**src/rtl/cruise_input_conditioner.sv**
```systemverilog
// Conditions raw cruise-control switch and pedal levels: synchronize, debounce, gate,
// and turn stalk presses into single-cycle command pulses with accel/coast auto-repeat.
module cruise_input_conditioner #(
    parameter int DEBOUNCE_CYCLES = 4,
    parameter int REPEAT_DELAY    = 16,
    parameter int REPEAT_PERIOD   = 8
) (
    input  logic clk,
    input  logic reset,
    input  logic throttle_raw,
    input  logic brake_raw,
    input  logic set_raw,
    input  logic accel_raw,
    input  logic coast_raw,
    input  logic cancel_raw,
    input  logic resume_raw,
    output logic throttle,
    output logic brake,
    output logic set,
    output logic accel,
    output logic coast,
    output logic cancel,
    output logic resume,
    output logic pedal_conflict
);

    localparam int NUM_IN = 7;
    localparam int THR = 0;
    localparam int BRK = 1;
    localparam int SET = 2;
    localparam int ACC = 3;
    localparam int CST = 4;
    localparam int CAN = 5;
    localparam int RES = 6;

    logic [NUM_IN-1:0]      raw_in, sync_a, sync_b, db, db_next, rise;
    logic [NUM_IN-1:0][7:0] db_cnt, db_cnt_next;

    logic cancel_p, cmd_gate, dir_conflict, set_p, resume_p;

    // Index 0 = accel, index 1 = coast.
    logic [1:0]      rep_db, rep_db_next, rep_active, rep_phase, rep_phase_next, rep_pulse;
    logic [1:0][7:0] rep_cnt, rep_cnt_next;

    assign raw_in = {resume_raw, cancel_raw, coast_raw, accel_raw,
                     set_raw, brake_raw, throttle_raw};

    always_comb begin
        for (int i = 0; i < NUM_IN; i++) begin
            db_next[i]     = db[i];
            db_cnt_next[i] = 8'd0;
            if (sync_b[i] != db[i]) begin
                if (db_cnt[i] + 8'd1 == 8'(DEBOUNCE_CYCLES)) begin
                    db_next[i] = sync_b[i];
                end else begin
                    db_cnt_next[i] = db_cnt[i] + 8'd1;
                end
            end
        end
    end

    // Outputs are registered from db_next so they line up with the edge db changes on.
    assign rise         = db_next & ~db;
    assign cancel_p     = rise[CAN];
    assign cmd_gate     = cancel_p | db_next[BRK];
    assign dir_conflict = db_next[ACC] & db_next[CST];
    assign set_p        = rise[SET] & ~cmd_gate;
    assign resume_p     = rise[RES] & ~cmd_gate & ~rise[SET];

    assign rep_db      = {db[CST], db[ACC]};
    assign rep_db_next = {db_next[CST], db_next[ACC]};
    assign rep_active  = rep_db_next & {2{~cmd_gate & ~dir_conflict}};

    // A level held through a gate is not a rise, so it only resumes repeating after REPEAT_DELAY.
    always_comb begin
        for (int k = 0; k < 2; k++) begin
            rep_cnt_next[k]   = 8'd0;
            rep_phase_next[k] = 1'b0;
            rep_pulse[k]      = 1'b0;
            if (rep_active[k]) begin
                if (!rep_db[k]) begin
                    rep_pulse[k] = 1'b1;
                end else if (rep_cnt[k] + 8'd1 ==
                             (rep_phase[k] ? 8'(REPEAT_PERIOD) : 8'(REPEAT_DELAY))) begin
                    rep_pulse[k]      = 1'b1;
                    rep_phase_next[k] = 1'b1;
                end else begin
                    rep_cnt_next[k]   = rep_cnt[k] + 8'd1;
                    rep_phase_next[k] = rep_phase[k];
                end
            end
        end
    end

    always_ff @(posedge clk) begin
        if (reset) begin
            sync_a         <= '0;
            sync_b         <= '0;
            db             <= '0;
            db_cnt         <= '0;
            rep_cnt        <= '0;
            rep_phase      <= '0;
            throttle       <= 1'b0;
            brake          <= 1'b0;
            set            <= 1'b0;
            accel          <= 1'b0;
            coast          <= 1'b0;
            cancel         <= 1'b0;
            resume         <= 1'b0;
            pedal_conflict <= 1'b0;
        end else begin
            sync_a         <= raw_in;
            sync_b         <= sync_a;
            db             <= db_next;
            db_cnt         <= db_cnt_next;
            rep_cnt        <= rep_cnt_next;
            rep_phase      <= rep_phase_next;
            throttle       <= db_next[THR] & ~db_next[BRK];
            brake          <= db_next[BRK];
            set            <= set_p;
            accel          <= rep_pulse[0];
            coast          <= rep_pulse[1];
            cancel         <= cancel_p;
            resume         <= resume_p;
            pedal_conflict <= db_next[THR] & db_next[BRK];
        end
    end

endmodule

```
**config.mk**
```make
export PLATFORM = sky130hd
export DESIGN_NAME = cruise_input_conditioner
export DESIGN_NICKNAME = d
export VERILOG_FILES = /design/src/rtl/cruise_input_conditioner.sv
export SDC_FILE = /design/constraint.sdc
export NUM_CORES = 1
export LEC_CHECK = 0
export CAP_MARGIN = 10
export CORE_ASPECT_RATIO = 0.8
export CORE_UTILIZATION = 30
export DETAILED_ROUTE_END_ITERATION = 10
export GPL_ROUTABILITY_DRIVEN = 0
export HOLD_SLACK_MARGIN = 0.08
export SLEW_MARGIN = 20
export SYNTH_ARGS = -nofsm -noshare
export SYNTH_HDL_FRONTEND = slang
export SYNTH_SLANG_ARGS = --single-unit
```
**constraint.sdc**
```tcl
create_clock -name clk -period 2.6 [get_ports clk]
set_clock_uncertainty 0.1 [all_clocks]
set_input_delay 0.78 -clock clk [delete_from_list [all_inputs] [get_ports clk]]
set_output_delay 0.78 -clock clk [all_outputs]
set_load 0.01 [all_outputs]
```
==> results by group <==
STA
  – Minimum clock period: 2.52 ns
  – Hold Slack: 0.336 ns
  – Hold Vio Cnt, Final: 0
  – Post-Route Setup TNS: 0 ns
  – Final setup vio count: 0
  – RSZ-0062 raised after global routing: yes
  – Worst Max-Slew Pin Slew: 0.557 ns
  – Fmax: 397 MHz
  – Final period utilization: 96.9%
  – Slew HR: 62.8%
  – Pins Over Slew Limit: 0

CTS
  – Worst-path clk slew: 0.06 ns
  – CTS Buf Count: 9
  – Clock sinks: 102
  – Clock buffer depth: 2
  – CTS root buffer: clkbuf_16
  – CTS tree: done
  – Clk_lat worst skew: 0.34 ns
  – Hold-fix buffers, CTS: 0
  – Htree depth: 3

Die
  – I/O Pins: 17
  – Starting Density: 30.7%
  – Die Footprint: 15100 um^2
  – Die Ht: 110 um
  – CORE AREA: 14300 um^2
  – Num rows: 39
  – Horiz. Die Dim: 137 um

Global routing
  – First-pass GRT wire length: 13400 um
  – Largest net degree at the start of global routing: 24
  – Grt ovf: 0
  – Vias in the first global route: 2933
  – Tot GR Track Use: 11.4%
  – Initial antenna violation count: 0

Routing
  – Vias per cell: 4.67
  – Post-route ant nets: 0
  – DR iter-0 viols: 132
  – WL final: 7950 um
  – DRC Markers: 0
  – DR WL/cell: 11.6 um
  – Via Count: 3209
  – DR pass1 iterations: 4

Cells and area
  – Ratio of cells with drive above 1 in the final layout: 9.34%
  – Nets: 521
  – Diodes inserted: 0
  – Post-route insts no fill: 687
  – Synth-to-layout area growth: 17.7%
  – Final core area utilization: 36.1%
  – FILL cells: 1418

Power and ir drop
  – PwrDens: 585 nW/um^2
  – Leak Pwr: 1.82 nW
  – Peak supply drop: 0.329 mV

Placed design
  – Cells after DPL: 669
  – I/O Buffers: 16
  – Post-DP HPWL: 5650 um

Logic synthesis
  – Top cell type's share of synthesized area: 46.5%
  – Top cells by area, synth: dfxtp_1 (47%), xor2_1 (6.8%), nor2_1 (6.0%)
  – Post-Syn Area: 4390 um^2
  – Mapped Nets: 491
  – Largest area contributor in the netlist: dfxtp_1
  – Post-synthesis cell count: 469
  – Seq/Total Area, Yosys: 46.5%
  – Synth Flop Type: dfxtp_1
  – Fraction of registers with async set or reset after synthesis: 0%
  – Syn Area/Cell: 9.36 um^2
  – Distinct cells, synth: 52
  – Number of flops mapped to enable cells by yosys: 0
  – Synth warn: 0
  – Register bit total from synthesis: 102

Hold path
  – HP Class: flop to flop

Flow run
  – Max-Cap Viols: 0

Worst setup path
  – Crit end category: flop
  – CP required: 2.76 ns
  – Crit path DAT: 2.68 ns
  – Crit path kind: flop to flop
  – Critical Path Source Type: flop
  – CP max FO: 5

Run status
  – Status: completed
[final timing paths]
check	start	slack, ns	cells after the start	to
setup / recovery	db_cnt[9]$_SDFF_PP0_	0.08	7	rep_cnt[9]$_SDFF_PP0_
hold reg to reg	sync_a[5]$_SDFF_PP0_	0.34	1	sync_b[5]$_SDFF_PP0_
setup reg to reg	db_cnt[9]$_SDFF_PP0_	0.08	7	rep_cnt[9]$_SDFF_PP0_
hold / removal	sync_a[5]$_SDFF_PP0_	0.34	1	sync_b[5]$_SDFF_PP0_
[Yosys cell counts, drive strengths merged (2+ instances only)]
| library cell | count |
|---|---|
| nand4 | 4 |
| nor4 | 11 |
| inv | 12 |
| nor4b | 3 |
| a211o | 2 |
| buf | 2 |
| xor2 | 34 |
| nor2 | 70 |
| o21ai | 9 |
| or3 | 6 |
| nand2 | 31 |
| nor2b | 17 |
| and2 | 3 |
| xnor2 | 24 |
| a21oi | 9 |
| nand4b | 3 |
| nand3 | 36 |
| o22ai | 2 |
| nand2b | 9 |
| nor3b | 5 |
| o2111ai | 2 |
| dfxtp | 102 |
| mux2i | 4 |
| a31oi | 4 |
| ha | 13 |
| clkbuf | 5 |
| and3 | 12 |
| nor3 | 21 |
[worst max-delay path, stage by stage (launching register included)]
cell	delay, ns
dfxtp_2	0.36
ha_4	0.13
or4b_4	0.46
o41a_1	0.37
a31oi_4	0.21
o211ai_4	0.15
a211o_2	0.41
nor4b_4	0.25
[kinds of logic (layout without fill, tap and decap cells)]
| logic type | Yosys count | in the layout | synth area share [%] |
|---|---|---|---|
| buffers and inverters | 19 | 52 | 1.80 |
| multiplexers | 4 | 4 | 0.912 |
| AND/OR/NAND/NOR | 235 | 235 | 28.8 |
| adder cells (fa/ha/maj) | 13 | 13 | 3.70 |
| flip-flops | 102 | 102 | 46.5 |
| AO/OA/AOI/OAI | 38 | 39 | 6.67 |
| XOR/XNOR | 58 | 58 | 11.6 |
[routing by layer]
metal	up-vias	track usage [%]	part of all wire (%)
li1	1677	-	-
met1	1484	14.4	50
met2	38	18.4	45
met3	10	3.20	3.5
met4	0	4.24	1.4
met5	-	0	0
[sequential cells by signal (all words and copies together), names as in the netlist]
signal / cells
cancel: 1
set: 1
sync_a: 7
throttle: 1
accel: 1
resume: 1
rep_phase: 2
pedal_conflict: 1
sync_b: 7
rep_cnt: 16
db: 7
db_cnt: 56
coast: 1
[metrics by stage]
stage	cell area [um^2]	setup WS, ns	total power [mW]
after floorplan	4390	0.156	1.65
after global routing	5170	-0.0147	3.14
after detailed placement	4800	-0.0800	1.68
final	5170	0.0813	3.02
after global placement	4800	0.0110	1.68
after CTS	5120	0.0247	3.08
[cells in the final DEF, fill, tap and decap left out, drive strengths merged, types with 2 or more instances in the layout]
cell type        n
a31oi            4
nor2            70
nor3            21
a21oi            9
nand4b           3
and3            12
nor3b            5
a211o            3
and2             3
nand4            4
xor2            34
o2111ai          2
nand2b           9
nor4            11
nand2           31
inv             13
buf              9
o21ai            9
or3              6
clkbuf          13
xnor2           24
clkdlybuf4s50   16
o22ai            2
nor2b           17
nor4b            3
dfxtp          102
ha              13
nand3           36
mux2i            4
[where the power goes]
part / internal (mW) / switching, mW
Combinational: 0.0291 / 0.0328
Sequential: 1.58 / 0.00958
Clock: 0.823 / 0.552
Total: 2.43 / 0.594
[area by class of cell]
type | instances | area [um^2] | share of cell area [%]
Clock buffer | 13 | 270 | 5.23
Clock inverter | 2 | 38.8 | 0.751
Inverter | 12 | 45.0 | 0.872
Multi-Input combinational cell | 349 | 2310 | 44.7
Sequential cell | 102 | 2040 | 39.6
Tap cell | 184 | 230 | 4.46
Timing Repair Buffer | 25 | 228 | 4.41
[timing repair]
| action | 4_1_cts | 5_1_grt |
|---|---|---|
| gates cloned | 0 | 1 |
| setup endpoints to repair | 10 | 18 |
| pin swaps | 0 | 4 |
| gates resized for setup | 2 | 5 |
| setup buffers | 0 | 2 |
Power figures use the tool's default switching activity.
